==> src/rtl/cr16_ext_mem_io.sv <==
// Memory-mapped I/O target on the CR16 external data port: display, LEDs,
// switches, button press flags and a prescaled timer with a compare flag.
module cr16_ext_mem_io #(
  parameter logic [15:0] P_BASE_ADDRESS = 16'hFF00,
  parameter int unsigned P_TIMER_DIVIDE = 50000
) (
  input  logic        I_CLK,
  input  logic        I_NRESET,
  input  logic        I_ENABLE,
  input  logic [15:0] I_EXT_MEM_DATA,
  input  logic [15:0] I_EXT_MEM_ADDRESS,
  input  logic        I_EXT_MEM_WRITE_ENABLE,
  output logic [15:0] O_EXT_MEM_DATA,
  input  logic [9:0]  I_SWITCHES,
  input  logic [3:0]  I_NBUTTONS,
  output logic [9:0]  O_LEDS,
  output logic [15:0] O_DISPLAY_VALUE
);

  localparam logic [3:0]  OFF_DISPLAY = 4'h0;
  localparam logic [3:0]  OFF_LEDS    = 4'h1;
  localparam logic [3:0]  OFF_SWITCH  = 4'h2;
  localparam logic [3:0]  OFF_BTN     = 4'h3;
  localparam logic [3:0]  OFF_COUNT   = 4'h4;
  localparam logic [3:0]  OFF_COMPARE = 4'h5;
  localparam logic [3:0]  OFF_STATUS  = 4'h6;
  localparam logic [15:0] DIV_LAST    = 16'(P_TIMER_DIVIDE - 1);

  logic        hit;
  logic [3:0]  offset;
  logic        wr;

  logic [15:0] display_q;
  logic [9:0]  leds_q;
  logic [9:0]  sw_s1, sw_s2;
  logic [3:0]  btn_s1, btn_s2, btn_prev;
  logic [3:0]  btn_edge_q;
  logic [3:0]  btn_fall;
  logic [3:0]  btn_w1c;
  logic [15:0] presc_q;
  logic [15:0] count_q;
  logic [15:0] count_next;
  logic [15:0] compare_q;
  logic        match_q;
  logic        tick;
  logic        count_clr;
  logic        match_set;
  logic        match_w1c;
  logic [15:0] rd_mux;

  assign hit    = (I_EXT_MEM_ADDRESS[15:4] == P_BASE_ADDRESS[15:4]);
  assign offset = I_EXT_MEM_ADDRESS[3:0];
  assign wr     = I_EXT_MEM_WRITE_ENABLE & hit;

  assign btn_fall   = btn_prev & ~btn_s2;
  assign btn_w1c    = (wr && offset == OFF_BTN) ? I_EXT_MEM_DATA[3:0] : '0;

  assign tick       = I_ENABLE && (presc_q == DIV_LAST);
  assign count_clr  = wr && (offset == OFF_COUNT);
  assign count_next = count_q + 16'd1;
  // A count-clear write suppresses both the increment and the compare.
  assign match_set  = tick && !count_clr && (count_next == compare_q);
  assign match_w1c  = wr && (offset == OFF_STATUS) && I_EXT_MEM_DATA[0];

  always_comb begin
    rd_mux = '0;
    if (hit) begin
      case (offset)
        OFF_DISPLAY: rd_mux = display_q;
        OFF_LEDS:    rd_mux = {6'b0, leds_q};
        OFF_SWITCH:  rd_mux = {6'b0, sw_s2};
        OFF_BTN:     rd_mux = {12'b0, btn_edge_q};
        OFF_COUNT:   rd_mux = count_q;
        OFF_COMPARE: rd_mux = compare_q;
        OFF_STATUS:  rd_mux = {15'b0, match_q};
        default:     rd_mux = '0;
      endcase
    end
  end

  always_ff @(posedge I_CLK or negedge I_NRESET) begin
    if (!I_NRESET) begin
      O_EXT_MEM_DATA <= '0;
      display_q      <= '0;
      leds_q         <= '0;
      compare_q      <= '0;
    end else begin
      O_EXT_MEM_DATA <= rd_mux;
      if (wr && offset == OFF_DISPLAY) display_q <= I_EXT_MEM_DATA;
      if (wr && offset == OFF_LEDS)    leds_q    <= I_EXT_MEM_DATA[9:0];
      if (wr && offset == OFF_COMPARE) compare_q <= I_EXT_MEM_DATA;
    end
  end

  // Button flops reset to the released level so reset exit never looks like a press.
  always_ff @(posedge I_CLK or negedge I_NRESET) begin
    if (!I_NRESET) begin
      sw_s1      <= '0;
      sw_s2      <= '0;
      btn_s1     <= '1;
      btn_s2     <= '1;
      btn_prev   <= '1;
      btn_edge_q <= '0;
    end else begin
      sw_s1      <= I_SWITCHES;
      sw_s2      <= sw_s1;
      btn_s1     <= I_NBUTTONS;
      btn_s2     <= btn_s1;
      btn_prev   <= btn_s2;
      btn_edge_q <= (btn_edge_q & ~btn_w1c) | btn_fall;
    end
  end

  always_ff @(posedge I_CLK or negedge I_NRESET) begin
    if (!I_NRESET) begin
      presc_q <= '0;
      count_q <= '0;
      match_q <= 1'b0;
    end else begin
      if (count_clr) begin
        presc_q <= '0;
        count_q <= '0;
      end else if (tick) begin
        presc_q <= '0;
        count_q <= count_next;
      end else if (I_ENABLE) begin
        presc_q <= presc_q + 16'd1;
      end
      match_q <= (match_q & ~match_w1c) | match_set;
    end
  end

  assign O_LEDS          = leds_q;
  assign O_DISPLAY_VALUE = display_q;

endmodule

==> config.mk <==
export PLATFORM = sky130hd
export DESIGN_NAME = cr16_ext_mem_io
export DESIGN_NICKNAME = d
export VERILOG_FILES = /design/src/rtl/cr16_ext_mem_io.sv
export SDC_FILE = /design/constraint.sdc
export NUM_CORES = 1
export LEC_CHECK = 0
export CAP_MARGIN = 30
export CORE_ASPECT_RATIO = 2
export CORE_MARGIN = 1
export CORE_UTILIZATION = 48
export CTS_CLUSTER_DIAMETER = 30
export DETAILED_ROUTE_END_ITERATION = 10
export PLACE_DENSITY = 0.73
export SKIP_CTS_REPAIR_TIMING = 1
export SLEW_MARGIN = 5
export SYNTH_ARGS = -nofsm -noshare
export SYNTH_HDL_FRONTEND = slang
export SYNTH_SLANG_ARGS = --single-unit
==> constraint.sdc <==
create_clock -name I_CLK -period 2.5 [get_ports I_CLK]
set_input_delay 0.625 -clock I_CLK [delete_from_list [all_inputs] [get_ports I_CLK]]
set_output_delay 0.625 -clock I_CLK [all_outputs]
set_load 0.02 [all_outputs]
# [Word level (Yosys, flattened, before mapping)]
# Cells that the tools add are included.
[totals] regBits=127 elab_cells=55 input_bits=50 out_inout_bits=42
[classes] eq_ne=9 mux=8 reduce_logical=14 bitwise=9 add_sub_neg=2
[op_table] op="one-hot mux 16 bit (7 select lines)" count=1
[op_table] op="2-to-1 mux 16 bit" count=6
[op_table] op="adder 16 x 1 -> 16 bit (second input constant)" count=2
[op_table] op="== test 16 bit" count=1
[op_table] op="== test 16 bit (second input constant)" count=1
[op_table] op="== test 12 bit (second input constant)" count=1
[op_table] op="== test 4 x 3 -> 1 bit (second input constant)" count=3
[op_table] op="logical AND 1 bit" count=10
[op_table] op="bitwise AND 4 bit" count=2
[op_table] op="== test 4 x 2 -> 1 bit (second input constant)" count=2
[op_table] op="NOT 4 bit" count=2
[op_table] op="== test 4 x 1 -> 1 bit (second input constant)" count=1
[op_table] op="logical NOT 4 bit" count=1
[op_table] op="2-to-1 mux 4 bit" count=1
[op_table] op="bitwise OR 4 bit" count=1
[op_table] op="nonzero test 3 bit" count=1
[op_table] op="bitwise AND 1 bit" count=2
[op_table] op="nonzero test 2 bit" count=1
[op_table] op="logical NOT 1 bit" count=1
[op_table] op="NOT 1 bit" count=1
[op_table] op="bitwise OR 1 bit" count=1

# [Longest topological paths before layout]
# Gate-level depths: netlist (run 1).
[logic_depth] word_depth=7 ltp_mapped=8 mapped_depth_nobuf=7

# [Worst setup path before layout (run 1)]
# Ideal clock, no wire load.
[synth_path] path_type="input to register" from="input port I_EXT_MEM_ADDRESS[5]" to="register compare_q[10]" cell_stages=6 arrival_time_ps=2440 setup_time_ps=125 t_required_ps=2375 path_buffers=2 setup_slack_ps=-65 path_cell_list="or4_1 > nor3_1 > and3_1 > clkbuf_1 > buf_2 > mux2_2"
[synth_between] elab_chain_len=3
[synth_rtl] item="from (decl)" line="11" source="input logic [15:0] I_EXT_MEM_ADDRESS,"
[synth_rtl] item="== test 12 bit" line="51" source="assign hit = (I_EXT_MEM_ADDRESS[15:4] == P_BASE_ADDRESS[15:4]);"
[synth_rtl] item="bitwise AND 1 bit" line="53" source="assign wr = I_EXT_MEM_WRITE_ENABLE & hit;"
[synth_rtl] item="logical AND 1 bit" line="91" source="if (wr && offset == OFF_COMPARE) compare_q <= I_EXT_MEM_DATA;"
[synth_rtl] item="to (signal assigned)" line="86" source="compare_q <= '0;"
[synth_rtl] item="to (signal assigned)" line="91"
[synth_rtl] item="to (decl)" line="43" source="logic [15:0] compare_q;"
# Every way passes these cells.
# A chain may end at the register's enable or synchronous reset.

# [Final worst setup path (run 1)]
[layout_path] from="register presc_q[1]" to="register match_q"
[layout_between] elab_chain_len=5
[layout_rtl] item="from (decl)" line="40" source="logic [15:0] presc_q;"
[layout_rtl] item="from (signal assigned)" line="127" source="presc_q <= presc_q + 16'd1;"
[layout_rtl] item="== test 16 bit" line="58" source="assign tick = I_ENABLE && (presc_q == DIV_LAST);"
[layout_rtl] item="logical AND 1 bit" line="58"
[layout_rtl] item="logical AND 1 bit (2 in a row)" line="62" source="assign match_set = tick && !count_clr && (count_next == compare_q);"
[layout_rtl] item="bitwise OR 1 bit" line="129" source="match_q <= (match_q & ~match_w1c) | match_set;"
[layout_rtl] item="to (signal assigned)" line="129"
[layout_rtl] item="to (decl)" line="44" source="logic match_q;"
# Every way passes these cells.

==> impl_results.md, run 1 <==
- Vias in the first global route: 4667
- Final period utilization: 101%
- Total Wirelength: 14400 um
- Drt first pass iters: 5
- Failing checks: negative setup slack
- Cell variety after synth: 49
- Row count: 55
- Die Wd: 78.5 um
- Placer Congestion: 0.880
- Met1 wire length: 5090 um
- Setup slack after layout: -0.0295 ns
- Clock Latency Late Sink: 0.42 ns
- CP arrival: 2.86 ns
- Syn Inst Count: 487
- WL per Instance: 18.5 um
- Fillcell total: 865
- Worst slew pin tran: 0.484 ns
- Max VDD drop: 0.492 mV
- Setup_tns: -0.0295 ns
- Slew margin rel.: 67.3%
- Max Used Layer: met4
- Placed Area: 7030 um^2
- Critical path, cell by cell: ha_4 > and4_1 > nand4_2 > a31o_1 > or4_1 > or4_4 > o31ai_2
- Core area: 11400 um^2
- Highest clock rate: 395 MHz
- Unrepaired setup endpoints after global routing: true
- Register bit total from synthesis: 127
- Hold Fails Final Rpt: 0
- GRT Total Usage: 25.7%
- Yosys Warn Count: 0
- Post-Syn Area per Cell: 11.5 um^2
- CTS tree: built
- Post-Syn Area: 5620 um^2
- Io pins: 92
- Met2 wire len: 8190 um
- Vias per Instance: 5.81
- Critical path required time: 2.83 ns
- Critical Path End Type: flop
- Pwr dens: 660 nW/um^2
- Worst Setup Path Type: reg2reg
- Largest area contributor in the netlist: dfrtp_1
- CP Buf/Inv Count: 0
- Total clock sinks: 127
- Top delay family on crit path: simple AND/OR/NAND/NOR gates
- Ys async rst share: 100%
- H-tree Lvls: 4
- Die area: 12200 um^2
- Final cell count without fillers: 779
- Worst path slowest cell: or4_1
- Global-route wire length before repair: 23600 um
- Area of the multi-input gates: 2330 um^2
- Synth Net Count: 539
- Top FF cell, synth: dfrtp_1
- Final Util: 67.4%
- Maxcap violations: 0
- Top cell type's share of synthesized area: 51.2%
- Clock buffer depth: 2
- Skew final: 0.00805 ns
- Register area share after synthesis: 56.8%
- P&R area growth vs syn: 36.2%
- Ant diodes: 0
- Worst-path clk slew: 0.06 ns
- Post-synth EDFFs: 0
- Remaining antenna violation count: 0
- Initial antenna violation count: 0
- Nets: 676
- Placed cell count: 746
- Outcome: finished, violations left
- DP Wirelength: 10000 um
- Total grt overflow: 0
- Die Span Y: 155 um
- Num CTS Buffers: 17
- Worst Hold Class: in2async
- Largest stage delay, worst path: 0.50 ns
- Crit start category: flop
- Initial Util: 49.5%
- Root Driver: clkbuf_16
- Largest cells by area after synthesis: dfrtp_1 51%, mux2_2 8.4%, dfstp_2 5.6%
- Met3 wire length: 699 um
- Iteration-0 DRC count of the detailed router: 360
- Static Leak: 3.35 nW
- DR DRC count: 0
- Max Transition Viols Final: 0
- Worst hold margin: 0.118 ns
- Final setup violation count: 1
- Routed vias: 4527
- Largest net degree at the start of global routing: 66
- Port Buffers: 91
- Post-layout instance area: 7650 um^2
- Layout cells sized above 1: 23.1%
- Minimum clock period: 2.53 ns
- CP max FO: 3
- FF/Latch Area: 3190 um^2
[sequential cells by signal (all words and copies together) (netlist names)]
register         count
presc_q             16
O_DISPLAY_VALUE     16
sw_s1               10
O_EXT_MEM_DATA      16
btn_edge_q           4
match_q              1
sw_s2               10
btn_s2               4
O_LEDS              10
btn_prev             4
compare_q           16
btn_s1               4
count_q             16
[synthesized netlist by cell type (all sizes together) (3+ instances only)]
library cell,count
a21oi,19
a221oi,3
a222oi,13
a22oi,8
a31oi,5
and3,7
and4,3
buf,9
clkbuf,14
dfrtp,115
dfstp,12
inv,9
mux2,42
mux2i,6
nand2,27
nand2b,5
nand3,13
nand4,9
nor2,50
nor3,15
nor3b,4
nor4,9
o21ai,12
o31ai,4
or3,5
or4,4
xnor2,32
xor2,13
[cell type report]
type,instances,share of cell area [%]
Sequential cell,127,41.7
Multi-Input combinational cell,328,30.4
Timing Repair Buffer,141,17.3
Clock buffer,17,5.56
Tap cell,142,2.32
Clock inverter,15,2.26
Inverter,9,0.441
[power breakdown]
part / switching (W) / internal [W] / leakage [nW]
clock network: 0.00100 / 0.00150 / 0.289
logic: 0.000157 / 0.000169 / 1.43
registers: 0.0000799 / 0.00214 / 1.63
[final timing paths]
check                                  startpoint                 endpoint  slack [ns]  cells after the start
setup / recovery           presc_q[1]$_DFFE_PN0P_        match_q$_DFF_PN0_       -0.03                      7
max in group asynchronous                I_NRESET    btn_prev[0]$_DFF_PN1_        1.58                      2
hold reg to reg                sw_s1[4]$_DFF_PN0_       sw_s2[4]$_DFF_PN0_        0.35                      0
hold / removal                           I_NRESET  presc_q[12]$_DFFE_PN0P_        0.12                      1
min in group I_CLK             sw_s1[4]$_DFF_PN0_       sw_s2[4]$_DFF_PN0_        0.35                      0
setup reg to reg           presc_q[1]$_DFFE_PN0P_        match_q$_DFF_PN0_       -0.03                      7
[metal layers]
metal	vias up	global-route usage, %
met5	-	0
met4	0	11.5
met3	41	4.46
met2	169	47.5
met1	2274	27.8
li1	2043	-
[logic make-up after synthesis]
logic type	Yosys count	share of synthesized area [%]
AO/OA/AOI/OAI	69	8.57
XOR/XNOR	45	7.01
adder cells (fa/ha/maj)	2	0.445
buffers and inverters	32	2.29
flip-flops	127	56.8
multiplexers	48	9.48
AND/OR/NAND/NOR	164	15.4
[through the flow]
step           power (W)  setup WS, ns
2_1_floorplan    0.00236        0.0205
3_3_place_gp     0.00255        -0.477
3_5_place_dp     0.00257        -0.531
4_1_cts          0.00507       -0.0901
5_1_grt          0.00522       -0.0571
6_report         0.00505       -0.0295
[cells in the final DEF (no fill, tap or decap), types with 4 or more instances in the layout]
master,n
and3_1,7
a21oi_1,19
mux2_2,42
a22oi_1,8
nor3b_1,4
or3_1,5
o21ai_0,12
nand4_1,8
inv_1,9
clkdlybuf4s50_1,89
nand2b_1,5
mux2i_1,6
xnor2_1,32
clkbuf_16,17
dfstp_2,12
nand3_1,13
nor2_1,50
nand2_1,27
buf_4,48
a31oi_1,5
inv_6,6
a222oi_1,13
dfrtp_1,115
nor3_1,13
xor2_1,13
nor4_1,8
(Power assumes the default switching activity.)
==> run 2: changes to the inputs <==
Settings changed: CTS_BUF_LIST set to sky130_fd_sc_hd__clkbuf_16.
==> results of run 2 <==
The final DEF is identical to that of run 1; final timing and power are the same.
==> run 3: changes to the inputs <==
Settings changed: CORE_MARGIN 1 to unset, CORE_UTILIZATION 48 to 34, PLACE_DENSITY 0.73 to 0.54.
==> run 3 against run 2 <==
Against the previous run:
- the run now ends clean
- sequential share of layout area is 0.43 points lower
- count of clock-buffer cells in the layout unchanged
- sequential power hardly changed
- final cell count rose by 8.0%
- via count down 3.3%
- die area increased by 40%
- critical path depth did not move
- utilization is 20 points lower
- largest power group unchanged
- highest routed layer unchanged
==> impl_results.md, run 3 (same netlist as run 1, synthesis figures left out) <==
- Commonest non-fill, non-tap cells in the layout: 115 x dfrtp_1, 89 x clkdlybuf4s50_1, 50 x nor2_1
- Row count: 66 (+20%)
- Total clock sinks: 127 (unchanged)
- Num CTS Buffers: 17 (unchanged)
- Dpl ws: -0.574 ns (-0.0431 ns)
- CP arrival: 2.80 ns (-0.06 ns)
- Worst Setup Path Type: reg2reg
- RR Endpoint: match_q$_DFF_PN0_
- Crit. Startpoint: presc_q[1]$_DFFE_PN0P_
- Port Buffers: 91 (unchanged)
- WL per Instance: 18.2 um (-1.5%)
- DP Wirelength: 11200 um (+11%)
- Io pins: 92 (unchanged)
- Minimum clock period: 2.47 ns (-0.0591 ns)
- Die Span Y: 184 um (+19%)
- Unrepaired setup endpoints after global routing: true
- Initial Util: 34.7% (-15 points)
- H-tree Lvls: 4 (unchanged)
- Crit start category: flop
- Die Wd: 92.9 um (+18%)
- Initial antenna violation count: 0 (unchanged)
- Routed vias: 4377 (-3.3%)
- Core area: 16200 um^2 (+43%)
- Vias in the first global route: 4686 (+0.41%)
- CP max FO: 3 (unchanged)
- Largest net degree at the start of global routing: 39 (-41%)
- Slew margin rel.: 69.8% (+2.5 points)
- Hold Fails Final Rpt: 0 (unchanged)
- GRT Total Usage: 19.4% (-6.3 points)
- Clock Latency Late Sink: 0.41 ns (about the same)
- Worst-path clk slew: 0.06 ns (about the same)
- CTS tree: built
- Final Util: 47.8% (-20 points)
- RR Startpoint: presc_q[1]$_DFFE_PN0P_
- Drt first pass iters: 5 (unchanged)
- Outcome: finished, final reports clean
- Critical path required time: 2.83 ns (about the same)
- Placer Congestion: 0.837 (-4.8%)
- Vias per Instance: 5.20 (-10%)
- R2R depth: 7 (unchanged)
- Most common cell after layout, fill and taps aside: dfrtp_1
- P&R area growth vs syn: 37.6%
- Static Leak: 3.37 nW (+0.58%)
- Die area: 17100 um^2 (+40%)
- Remaining antenna violation count: 0 (unchanged)
- R2R setup slack: 0.03 ns (+0.06 ns)
- Total grt overflow: 0 (unchanged)
- Clock buffer depth: 2 (unchanged)
- Max VDD drop: 0.394 mV (-20%)
- Global-route wire length before repair: 24500 um (+3.9%)
- Iteration-0 DRC count of the detailed router: 256 (-29%)
- Setup slack after layout: 0.0297 ns (+0.0591 ns)
- Worst Hold Class: in2async
- Final setup violation count: 0 (-1)
- Ant diodes: 0 (unchanged)
- Maxcap violations: 0 (unchanged)
- Worst slew pin tran: 0.450 ns (-0.0335 ns)
- Highest clock rate: 405 MHz (+2.4%)
- Nets: 677 (+0.15%)
- Max Transition Viols Final: 0 (unchanged)
- DR DRC count: 0 (unchanged)
- Critical Path End Type: flop
- Layout cells sized above 1: 22.4% (-0.63 points)
- Final period utilization: 98.8% (-2.4 points)
- Total Wirelength: 15300 um (+6.3%)
- Root Driver: clkbuf_16
- Skew final: 0.00781 ns (-0.000245 ns)
- Pwr dens: 626 nW/um^2 (-5.2%)
- Fillcell total: 1551 (+79%)
run 3: changes by cell type in the layout (fill, tap and decap cells not counted), sizes merged:
cell and delta:
inv -2, clkinvlp -1, clkinv +2, buf +1
run 3: worst max-delay path by stage:
stage	end	slack (ns)
6_report	match_q$_DFF_PN0_	0.03
5_1_grt	match_q$_DFF_PN0_	-0.05
4_1_cts	match_q$_DFF_PN0_	-0.14
3_5_place_dp	match_q$_DFF_PN0_	-0.57
3_3_place_gp	match_q$_DFF_PN0_	-0.45
2_1_floorplan	O_DISPLAY_VALUE[0]$_DFFE_PN0P_	0.02
run 3: per-stage QoR:
step / instance area (um^2) / std cells / setup TNS (ns) / power (W) / hold slack [ns]
after floorplan: 5630 / 487 / 0 / 0.00236 / 0.329
after global routing: 7730 / 841 / -0.0493 / 0.00503 / 0.168
after CTS: 7700 / 841 / -0.139 / 0.00487 / 0.152
after global placement: 7160 / 810 / -14.15 / 0.00256 / 0.334
final: 7730 / 841 / 0 / 0.00484 / 0.146
after detailed placement: 7160 / 810 / -16.00 / 0.00258 / 0.335
run 3: power breakdown:
part           switching [W]  total [W]  leakage, nW  internal (W)
registers          0.0000710    0.00221         1.63       0.00214
logic               0.000165   0.000338         1.45      0.000173
clock network       0.000859    0.00228        0.289       0.00143
total                0.00109    0.00484         3.37       0.00374
run 3: critical path, cell delays in order (launching register included):
cell     delay (ns)
dfrtp_1        0.42
ha_4           0.17
and4_1         0.22
nand4_2        0.14
a31o_1         0.23
or4_4          0.51
or4_4          0.51
o31ai_4        0.18
run 3: layer usage:
layer	vias to the layer above	track usage [%]	wire (um)
met5	-	0	0
met4	0	10.8	612
met3	40	4.71	514
met2	117	35.3	8700
met1	2186	19.9	5490
li1	2034	-	-
run 3: layout make-up:
| type | instances | area, um^2 | share of cell area [%] |
|---|---|---|---|
| Tap cell | 204 | 255 | 3.30 |
| Sequential cell | 127 | 3190 | 41.3 |
| Clock buffer | 17 | 425 | 5.50 |
| Timing Repair Buffer | 142 | 1370 | 17.7 |
| Multi-Input combinational cell | 328 | 2340 | 30.3 |
| Clock inverter | 14 | 115 | 1.49 |
| Inverter | 9 | 33.8 | 0.437 |
